--- src/rtl/fib_uart_reporter_if.sv ---
// Producer/line bundle for fib_uart_reporter: 4-bit value handshake plus UART and status lines.
// The DUT uses the slave modport and the producer or bench uses the master modport.
interface fib_uart_reporter_if;
    logic       valid_in;
    logic [3:0] data_in;
    logic       ready_out;
    logic       tx_out;
    logic       busy_out;
    logic       overflow_out;

    modport master (
        output valid_in, data_in,
        input  ready_out, tx_out, busy_out, overflow_out
    );

    modport slave (
        input  valid_in, data_in,
        output ready_out, tx_out, busy_out, overflow_out
    );
endinterface

--- src/rtl/fib_uart_reporter.sv ---
// Buffers 4-bit values in a small FIFO and sends each one as an uppercase ASCII hex char over UART 8N1.
// Optional macro FIB_UART_CRLF_EN appends CR and LF frames to every character.
module fib_uart_reporter #(
    parameter int CLKS_PER_BIT = 104,
    parameter int FIFO_DEPTH   = 4
) (
    input  logic              clock_in,
    input  logic              reset_in,
    fib_uart_reporter_if.slave bus
);

    localparam int PTR_W  = $clog2(FIFO_DEPTH);
    localparam int CNT_W  = PTR_W + 1;
    localparam int BAUD_W = $clog2(CLKS_PER_BIT);

    typedef enum logic [1:0] {
        ST_IDLE  = 2'd0,
        ST_START = 2'd1,
        ST_DATA  = 2'd2,
        ST_STOP  = 2'd3
    } state_t;

    function automatic logic [7:0] hex_ascii(input logic [3:0] v);
        logic [7:0] wide;
        wide = {4'h0, v};
        if (v < 4'd10) begin
            hex_ascii = wide + 8'h30;
        end else begin
            hex_ascii = wide + 8'h37;
        end
    endfunction

    logic [3:0]        r_mem [FIFO_DEPTH];
    logic [PTR_W-1:0]  r_wr_ptr;
    logic [PTR_W-1:0]  r_rd_ptr;
    logic [CNT_W-1:0]  r_count;
    state_t            r_state;
    logic [BAUD_W-1:0] r_baud;
    logic [2:0]        r_bit_idx;
    logic [7:0]        r_shift;
    logic              r_tx;
    logic              r_overflow;

    logic              w_full;
    logic              w_push;
    logic              w_pop;
    logic              w_baud_wrap;
    logic              w_take_fifo;
    logic [7:0]        w_fifo_char;
    state_t            w_state_nxt;
    logic [BAUD_W-1:0] w_baud_nxt;
    logic [2:0]        w_bit_idx_nxt;
    logic [7:0]        w_shift_nxt;

`ifdef FIB_UART_CRLF_EN
    logic [1:0]        r_char_sel;
    logic [1:0]        w_char_sel_nxt;
`endif

    assign w_full        = (r_count == CNT_W'(FIFO_DEPTH));
    assign w_push        = bus.valid_in && !w_full;
    assign w_baud_wrap   = (r_baud == BAUD_W'(CLKS_PER_BIT - 1));
    assign w_fifo_char   = hex_ascii(r_mem[r_rd_ptr]);

    assign bus.ready_out    = !w_full;
    assign bus.tx_out       = r_tx;
    assign bus.overflow_out = r_overflow;
    assign bus.busy_out     = (r_state != ST_IDLE) || (r_count != CNT_W'(0));

    // FIFO storage; contents need no reset because count gates every read
    always_ff @(posedge clock_in) begin
        if (w_push) begin
            r_mem[r_wr_ptr] <= bus.data_in;
        end
    end

    // FIFO pointers and occupancy
    always_ff @(posedge clock_in) begin
        if (reset_in) begin
            r_wr_ptr <= PTR_W'(0);
            r_rd_ptr <= PTR_W'(0);
            r_count  <= CNT_W'(0);
        end else begin
            if (w_push) begin
                r_wr_ptr <= r_wr_ptr + PTR_W'(1);
            end
            if (w_pop) begin
                r_rd_ptr <= r_rd_ptr + PTR_W'(1);
            end
            case ({w_push, w_pop})
                2'b10:   r_count <= r_count + CNT_W'(1);
                2'b01:   r_count <= r_count - CNT_W'(1);
                default: r_count <= r_count;
            endcase
        end
    end

    // Next-state logic; w_take_fifo marks the points where a new character may be loaded
    always_comb begin
        w_state_nxt   = r_state;
        w_baud_nxt    = r_baud;
        w_bit_idx_nxt = r_bit_idx;
        w_shift_nxt   = r_shift;
        w_pop         = 1'b0;
        w_take_fifo   = 1'b0;
`ifdef FIB_UART_CRLF_EN
        w_char_sel_nxt = r_char_sel;
`endif
        case (r_state)
            ST_IDLE: begin
                w_take_fifo = 1'b1;
            end
            ST_START: begin
                if (w_baud_wrap) begin
                    w_baud_nxt    = BAUD_W'(0);
                    w_bit_idx_nxt = 3'd0;
                    w_state_nxt   = ST_DATA;
                end else begin
                    w_baud_nxt = r_baud + BAUD_W'(1);
                end
            end
            ST_DATA: begin
                if (w_baud_wrap) begin
                    w_baud_nxt = BAUD_W'(0);
                    if (r_bit_idx == 3'd7) begin
                        w_state_nxt = ST_STOP;
                    end else begin
                        w_bit_idx_nxt = r_bit_idx + 3'd1;
                    end
                end else begin
                    w_baud_nxt = r_baud + BAUD_W'(1);
                end
            end
            ST_STOP: begin
                if (w_baud_wrap) begin
                    w_baud_nxt = BAUD_W'(0);
`ifdef FIB_UART_CRLF_EN
                    if (r_char_sel == 2'd0) begin
                        w_shift_nxt    = 8'h0D;
                        w_char_sel_nxt = 2'd1;
                        w_state_nxt    = ST_START;
                    end else if (r_char_sel == 2'd1) begin
                        w_shift_nxt    = 8'h0A;
                        w_char_sel_nxt = 2'd2;
                        w_state_nxt    = ST_START;
                    end else begin
                        w_take_fifo = 1'b1;
                    end
`else
                    w_take_fifo = 1'b1;
`endif
                end else begin
                    w_baud_nxt = r_baud + BAUD_W'(1);
                end
            end
            default: begin
                w_state_nxt = ST_IDLE;
            end
        endcase

        if (w_take_fifo) begin
            w_baud_nxt = BAUD_W'(0);
`ifdef FIB_UART_CRLF_EN
            w_char_sel_nxt = 2'd0;
`endif
            if (r_count != CNT_W'(0)) begin
                w_pop       = 1'b1;
                w_shift_nxt = w_fifo_char;
                w_state_nxt = ST_START;
            end else begin
                w_state_nxt = ST_IDLE;
            end
        end else begin
            w_pop = 1'b0;
        end
    end

    // FSM and bit-timing registers
    always_ff @(posedge clock_in) begin
        if (reset_in) begin
            r_state   <= ST_IDLE;
            r_baud    <= BAUD_W'(0);
            r_bit_idx <= 3'd0;
            r_shift   <= 8'h00;
`ifdef FIB_UART_CRLF_EN
            r_char_sel <= 2'd0;
`endif
        end else begin
            r_state   <= w_state_nxt;
            r_baud    <= w_baud_nxt;
            r_bit_idx <= w_bit_idx_nxt;
            r_shift   <= w_shift_nxt;
`ifdef FIB_UART_CRLF_EN
            r_char_sel <= w_char_sel_nxt;
`endif
        end
    end

    // Serial line flop: follows the current state, so the start bit lands one edge after START is entered
    always_ff @(posedge clock_in) begin
        if (reset_in) begin
            r_tx <= 1'b1;
        end else begin
            case (r_state)
                ST_START: r_tx <= 1'b0;
                ST_DATA:  r_tx <= r_shift[r_bit_idx];
                default:  r_tx <= 1'b1;
            endcase
        end
    end

    // Sticky overflow on a value offered while full
    always_ff @(posedge clock_in) begin
        if (reset_in) begin
            r_overflow <= 1'b0;
        end else if (bus.valid_in && w_full) begin
            r_overflow <= 1'b1;
        end else begin
            r_overflow <= r_overflow;
        end
    end

endmodule
--- src/flat_wrapper.sv ---
// flat-port wrapper written by rule: the top's interface ports become plain ports
module fib_uart_reporter_flat 
#(
    parameter int CLKS_PER_BIT = 104,
    parameter int FIFO_DEPTH   = 4
)
  (clock_in, reset_in, bus_valid_in, bus_data_in, bus_ready_out, bus_tx_out, bus_busy_out, bus_overflow_out);
  fib_uart_reporter_if bus_i ();
  input  logic clock_in;
  input  logic reset_in;
  input wire logic [$bits(bus_i.valid_in)-1:0] bus_valid_in;
  input wire logic [$bits(bus_i.data_in)-1:0] bus_data_in;
  output wire logic [$bits(bus_i.ready_out)-1:0] bus_ready_out;
  output wire logic [$bits(bus_i.tx_out)-1:0] bus_tx_out;
  output wire logic [$bits(bus_i.busy_out)-1:0] bus_busy_out;
  output wire logic [$bits(bus_i.overflow_out)-1:0] bus_overflow_out;
  assign bus_i.valid_in = bus_valid_in;
  assign bus_i.data_in = bus_data_in;
  assign bus_ready_out = bus_i.ready_out;
  assign bus_tx_out = bus_i.tx_out;
  assign bus_busy_out = bus_i.busy_out;
  assign bus_overflow_out = bus_i.overflow_out;
  fib_uart_reporter #(.CLKS_PER_BIT(CLKS_PER_BIT), .FIFO_DEPTH(FIFO_DEPTH)) u_core (.clock_in(clock_in), .reset_in(reset_in), .bus(bus_i));
endmodule
--- config.mk ---
export PLATFORM = sky130hd
export DESIGN_NAME = fib_uart_reporter_flat
export DESIGN_NICKNAME = d
export VERILOG_FILES = /design/src/rtl/fib_uart_reporter_if.sv /design/src/rtl/fib_uart_reporter.sv /design/src/flat_wrapper.sv
export SDC_FILE = /design/constraint.sdc
export NUM_CORES = 1
export LEC_CHECK = 0
export CAP_MARGIN = 20
export CORE_MARGIN = 3
export CORE_UTILIZATION = 59
export DETAILED_ROUTE_END_ITERATION = 8
export PLACE_DENSITY = 0.87
export SETUP_SLACK_MARGIN = 0.15
export SKIP_CTS_REPAIR_TIMING = 1
export SYNTH_ARGS = -nofsm -noshare
export SYNTH_HDL_FRONTEND = slang
export SYNTH_SLANG_ARGS = --single-unit
--- constraint.sdc ---
create_clock -name clock_in -period 3.85 [get_ports clock_in]
set_clock_uncertainty 0.2 [all_clocks]
set_input_delay 0.385 -clock clock_in [delete_from_list [all_inputs] [get_ports clock_in]]
set_output_delay 0.385 -clock clock_in [all_outputs]
set_load 0.005 [all_outputs]
==> run summary <==
The post-route setup TNS came out at 0 ns. The number of antenna violations at the first check in global routing is 0. The die covers roughly 4600 µm².

The fraction of registers with async set/reset is 0%. The post-route netlist has between 10 and 15% of its cells at a drive strength greater than 1. After synthesis, the cell types taking the most area are sky130_fd_sc_hd__dfxtp_1, sky130_fd_sc_hd__edfxtp_1, sky130_fd_sc_hd__ha_1, sky130_fd_sc_hd__mux4_2, sky130_fd_sc_hd__a21oi_1. The via density per instance came out at slightly above 6.

The placer congestion estimate came out at between 0.8 and 0.9. For this configuration, the core starts out at a cell density of between 60% and 70%. The net count reported at finish is approximately 250. Counting tap cells, the placed design contains a total of between 200 and 300 instances. Compared with the post-synthesis result, the final layout area differs by 12.72%. Setup repair after global routing left no endpoint under its margin. The maximum vdd drop is 0.4699 mV. The synthesized netlist net count came out at ~230. The analysis attributes to cell leakage a power of between 0.9 and 1 nW.

The max-cap check violation count came out at 0. The number of rows created at floorplan came out at 21. The width of the die is 67.53 µm. The fmax came out at 0.3081 GHz. The post-placement setup slack is 0.7625 ns.

The total DRC errors in the routed layout came out at 0. The clock insertion delay at the later pin of the skew report is approximately 0.3 ns. The cell at the root of the clock tree is sky130_fd_sc_hd__clkbuf_8. The placed instances occupy a cell area of 2375 µm².

The share of the synthesized area in the top cell type is between 20% and 30%. The distinct cell type count of the synthesized netlist came out at 49. The post-layout minimum cycle time came out at 3.245 ns.

The routed design has ~4400 µm of wire. The number of storage elements in the synthesis netlist is 46. The number of DRC markers in iteration 0 is 146. Once layout is complete, the cells apart from fillers number 270. The worst setup path is of the register to register kind.

Setup violations remaining at the end of the flow were counted as 0. The tightest hold path in the finished design has a slack of around 0.28 ns. The number of global-route vias before repair came out at approximately 1,600. The detailed router placed between 1,500 and 2,000 vias in this run. The most common flop cell mapped by yosys is sky130_fd_sc_hd__dfxtp_1. Cells fill approximately 70% of the core in the end. In this run the worst hold path is classified as register to register. For the pin with the worst max-slew slack, the measured transition is 0.8130 ns. Detailed placement ended at an HPWL of approximately 2900 µm. The final-report max-slew violation count came out at 0. Summed over all layers, the global routing overflow is 0.

In this run the cell area of the synthesized design comes to between 2000 and 2500 µm². The number of cells on the worst hold path is 2. In this run the count of I/O pins placed on the die edge is 11. In this run the tool buffered the top-level ports with 10 buffer cells. The total CTS buffers is 5.

The first-pass GRT wire length is 7438 µm. The worst setup margin is slightly above 0.6 ns. The relative slew slack is ~46%. For this run, the total global-route usage over all layers was measured as about 22%. The final antenna-violating net count is 0. In this run the vertical extent of the chip is ~68 µm. The number of standard cells after synthesis came out at around 210. The share of synthesized area occupied by flip-flops and latches came out at between 40% and 50%. The routed length per instance is approximately 16 µm. The depth of the worst register-to-register path came out at 11. The count of synthesis-stage warnings from yosys came out at 0. The largest total area in the synthesized netlist belongs to sky130_fd_sc_hd__dfxtp_1.

The total power divided by cell area came out at about 710 nW/µm². The total number of H-tree levels came out at 2. The final cycle utilization of the critical path came out at 84.30%. TritonCTS built the clock tree. The run finished with clean final reports. The placeable core area is ~3500 µm². The number of synthesized flops with an enable pin is 16. Data on the critical path is required at its endpoint by 3.86 ns. The final-report hold violation count came out at 0. The synthesized area divided by synthesized cell count came out at roughly 11 µm². The buffer depth of the longest clock path is 2.

The total clock sinks came out at 46. The largest fanout of any net on the critical path is 9. The data arrival at the endpoint of the critical path came out at 3.25 ns. The largest net degree at the start of global routing is 22. The number of antenna diodes in the final layout is 0. The total chip power is 1.778 mW. The category of the worst setup path capture point is a register. The first detailed-routing pass ran for 4 iterations. The worst setup path is launched from a register. The finished cells cover ~2500 µm². The register clock-pin slew on the reported worst setup and hold paths came out at 0.08 ns.
## placed cells by master, fill, tap and decap left out, types with 6 or more instances in the layout
cell type,Yosys,final
sky130_fd_sc_hd__a21oi_1,16,16
sky130_fd_sc_hd__clkbuf_8,0,6
sky130_fd_sc_hd__clkdlybuf4s50_1,0,10
sky130_fd_sc_hd__dfxtp_1,30,30
sky130_fd_sc_hd__edfxtp_1,16,16
sky130_fd_sc_hd__ha_1,14,14
sky130_fd_sc_hd__inv_1,15,15
sky130_fd_sc_hd__nand2_1,13,13
sky130_fd_sc_hd__nor2_1,17,17
sky130_fd_sc_hd__o21ai_0,13,13
## worst paths after layout
| check | start | endpoint | slack (ns) |
|---|---|---|---|
| max reg2reg | u_core.r_state[0]$_SDFFE_PP0P_ | u_core.r_count[2]$_SDFFE_PP0P_ | 0.60 |
| max | u_core.r_state[0]$_SDFFE_PP0P_ | u_core.r_count[2]$_SDFFE_PP0P_ | 0.60 |
| min | u_core.r_shift[1]$_SDFFE_PP0P_ | u_core.r_shift[1]$_SDFFE_PP0P_ | 0.28 |
| min reg2reg | u_core.r_shift[1]$_SDFFE_PP0P_ | u_core.r_shift[1]$_SDFFE_PP0P_ | 0.28 |
## metal layers
layer | vias to the layer above | global-route usage (%) | part of all wire, %
met4 | 0 | 11.14 | 2.6
met3 | 13 | 5.990 | 4.7
met2 | 45 | 33.41 | 47
met1 | 782 | 30.12 | 46
met5 | - | 0 | 0
li1 | 789 | - | -
## cell families (layout without fill, tap and decap cells)
group / count (synthesis) / in the layout / share of synthesized area (%)
xor+xnor: 10 / 10 / 3.921
compound gates: 50 / 50 / 14.85
fa+ha+maj: 15 / 15 / 8.740
flops: 46 / 46 / 48.40
simple gates: 61 / 61 / 14.23
mux: 7 / 7 / 6.107
buf+inv: 22 / 35 / 3.753
## synth_stat cells (2+ instances only)
cell type / n
sky130_fd_sc_hd__ha_1: 14
sky130_fd_sc_hd__and3_1: 5
sky130_fd_sc_hd__nand3_1: 3
sky130_fd_sc_hd__o211a_1: 2
sky130_fd_sc_hd__nor3_1: 3
sky130_fd_sc_hd__o21ai_0: 13
sky130_fd_sc_hd__o41ai_1: 2
sky130_fd_sc_hd__mux4_2: 4
sky130_fd_sc_hd__nor2_1: 17
sky130_fd_sc_hd__mux2i_1: 2
sky130_fd_sc_hd__a21oi_1: 16
sky130_fd_sc_hd__nor2b_1: 2
sky130_fd_sc_hd__clkbuf_1: 4
sky130_fd_sc_hd__a21o_2: 2
sky130_fd_sc_hd__nand4_1: 4
sky130_fd_sc_hd__or2_2: 2
sky130_fd_sc_hd__nand2_1: 13
sky130_fd_sc_hd__o31ai_1: 2
sky130_fd_sc_hd__o211ai_1: 2
sky130_fd_sc_hd__inv_1: 15
sky130_fd_sc_hd__and2_1: 4
sky130_fd_sc_hd__xor2_1: 5
sky130_fd_sc_hd__dfxtp_1: 30
sky130_fd_sc_hd__xnor2_1: 5
sky130_fd_sc_hd__edfxtp_1: 16
## sequential cells by signal, indices dropped and copies added, names as in the netlist, named ones only
register	flops
u_core.r_mem	16
u_core.r_count	3
u_core.r_rd_ptr	2
u_core.bus.tx_out	1
u_core.r_state	2
u_core.r_wr_ptr	2
u_core.r_baud	7
u_core.r_bit_idx	3
u_core.r_shift	7
u_core.bus.overflow_out	1
## power breakdown
part / internal, mW / switching, mW
clock: 0.277 / 0.159
combinational: 0.288 / 0.383
sequential: 0.601 / 0.0709
## area by class of cell
| type | count | area [µm²] |
|---|---|---|
| clock buffer | 6 | 82.58 |
| clock inverter | 2 | 60.06 |
| fill | 230 | 977.2 |
| inverter | 16 | 60.06 |
| multi-input combinational | 143 | 1069 |
| sequential | 46 | 1081 |
| tap | 46 | 57.56 |
| timing repair buffer | 11 | 107.6 |
## critical path, cell delays in order (launching register included)
cell,delay [ns]
sky130_fd_sc_hd__dfxtp_1,0.39
sky130_fd_sc_hd__inv_1,0.10
sky130_fd_sc_hd__ha_1,0.41
sky130_fd_sc_hd__nor2_1,0.40
sky130_fd_sc_hd__nand2_1,0.14
sky130_fd_sc_hd__inv_1,0.17
sky130_fd_sc_hd__ha_1,0.21
sky130_fd_sc_hd__inv_1,0.06
sky130_fd_sc_hd__fa_1,0.37
sky130_fd_sc_hd__xor2_1,0.16
sky130_fd_sc_hd__or3_1,0.33
sky130_fd_sc_hd__a21oi_1,0.21
Note: power is estimated with default switching activity, not from simulation.
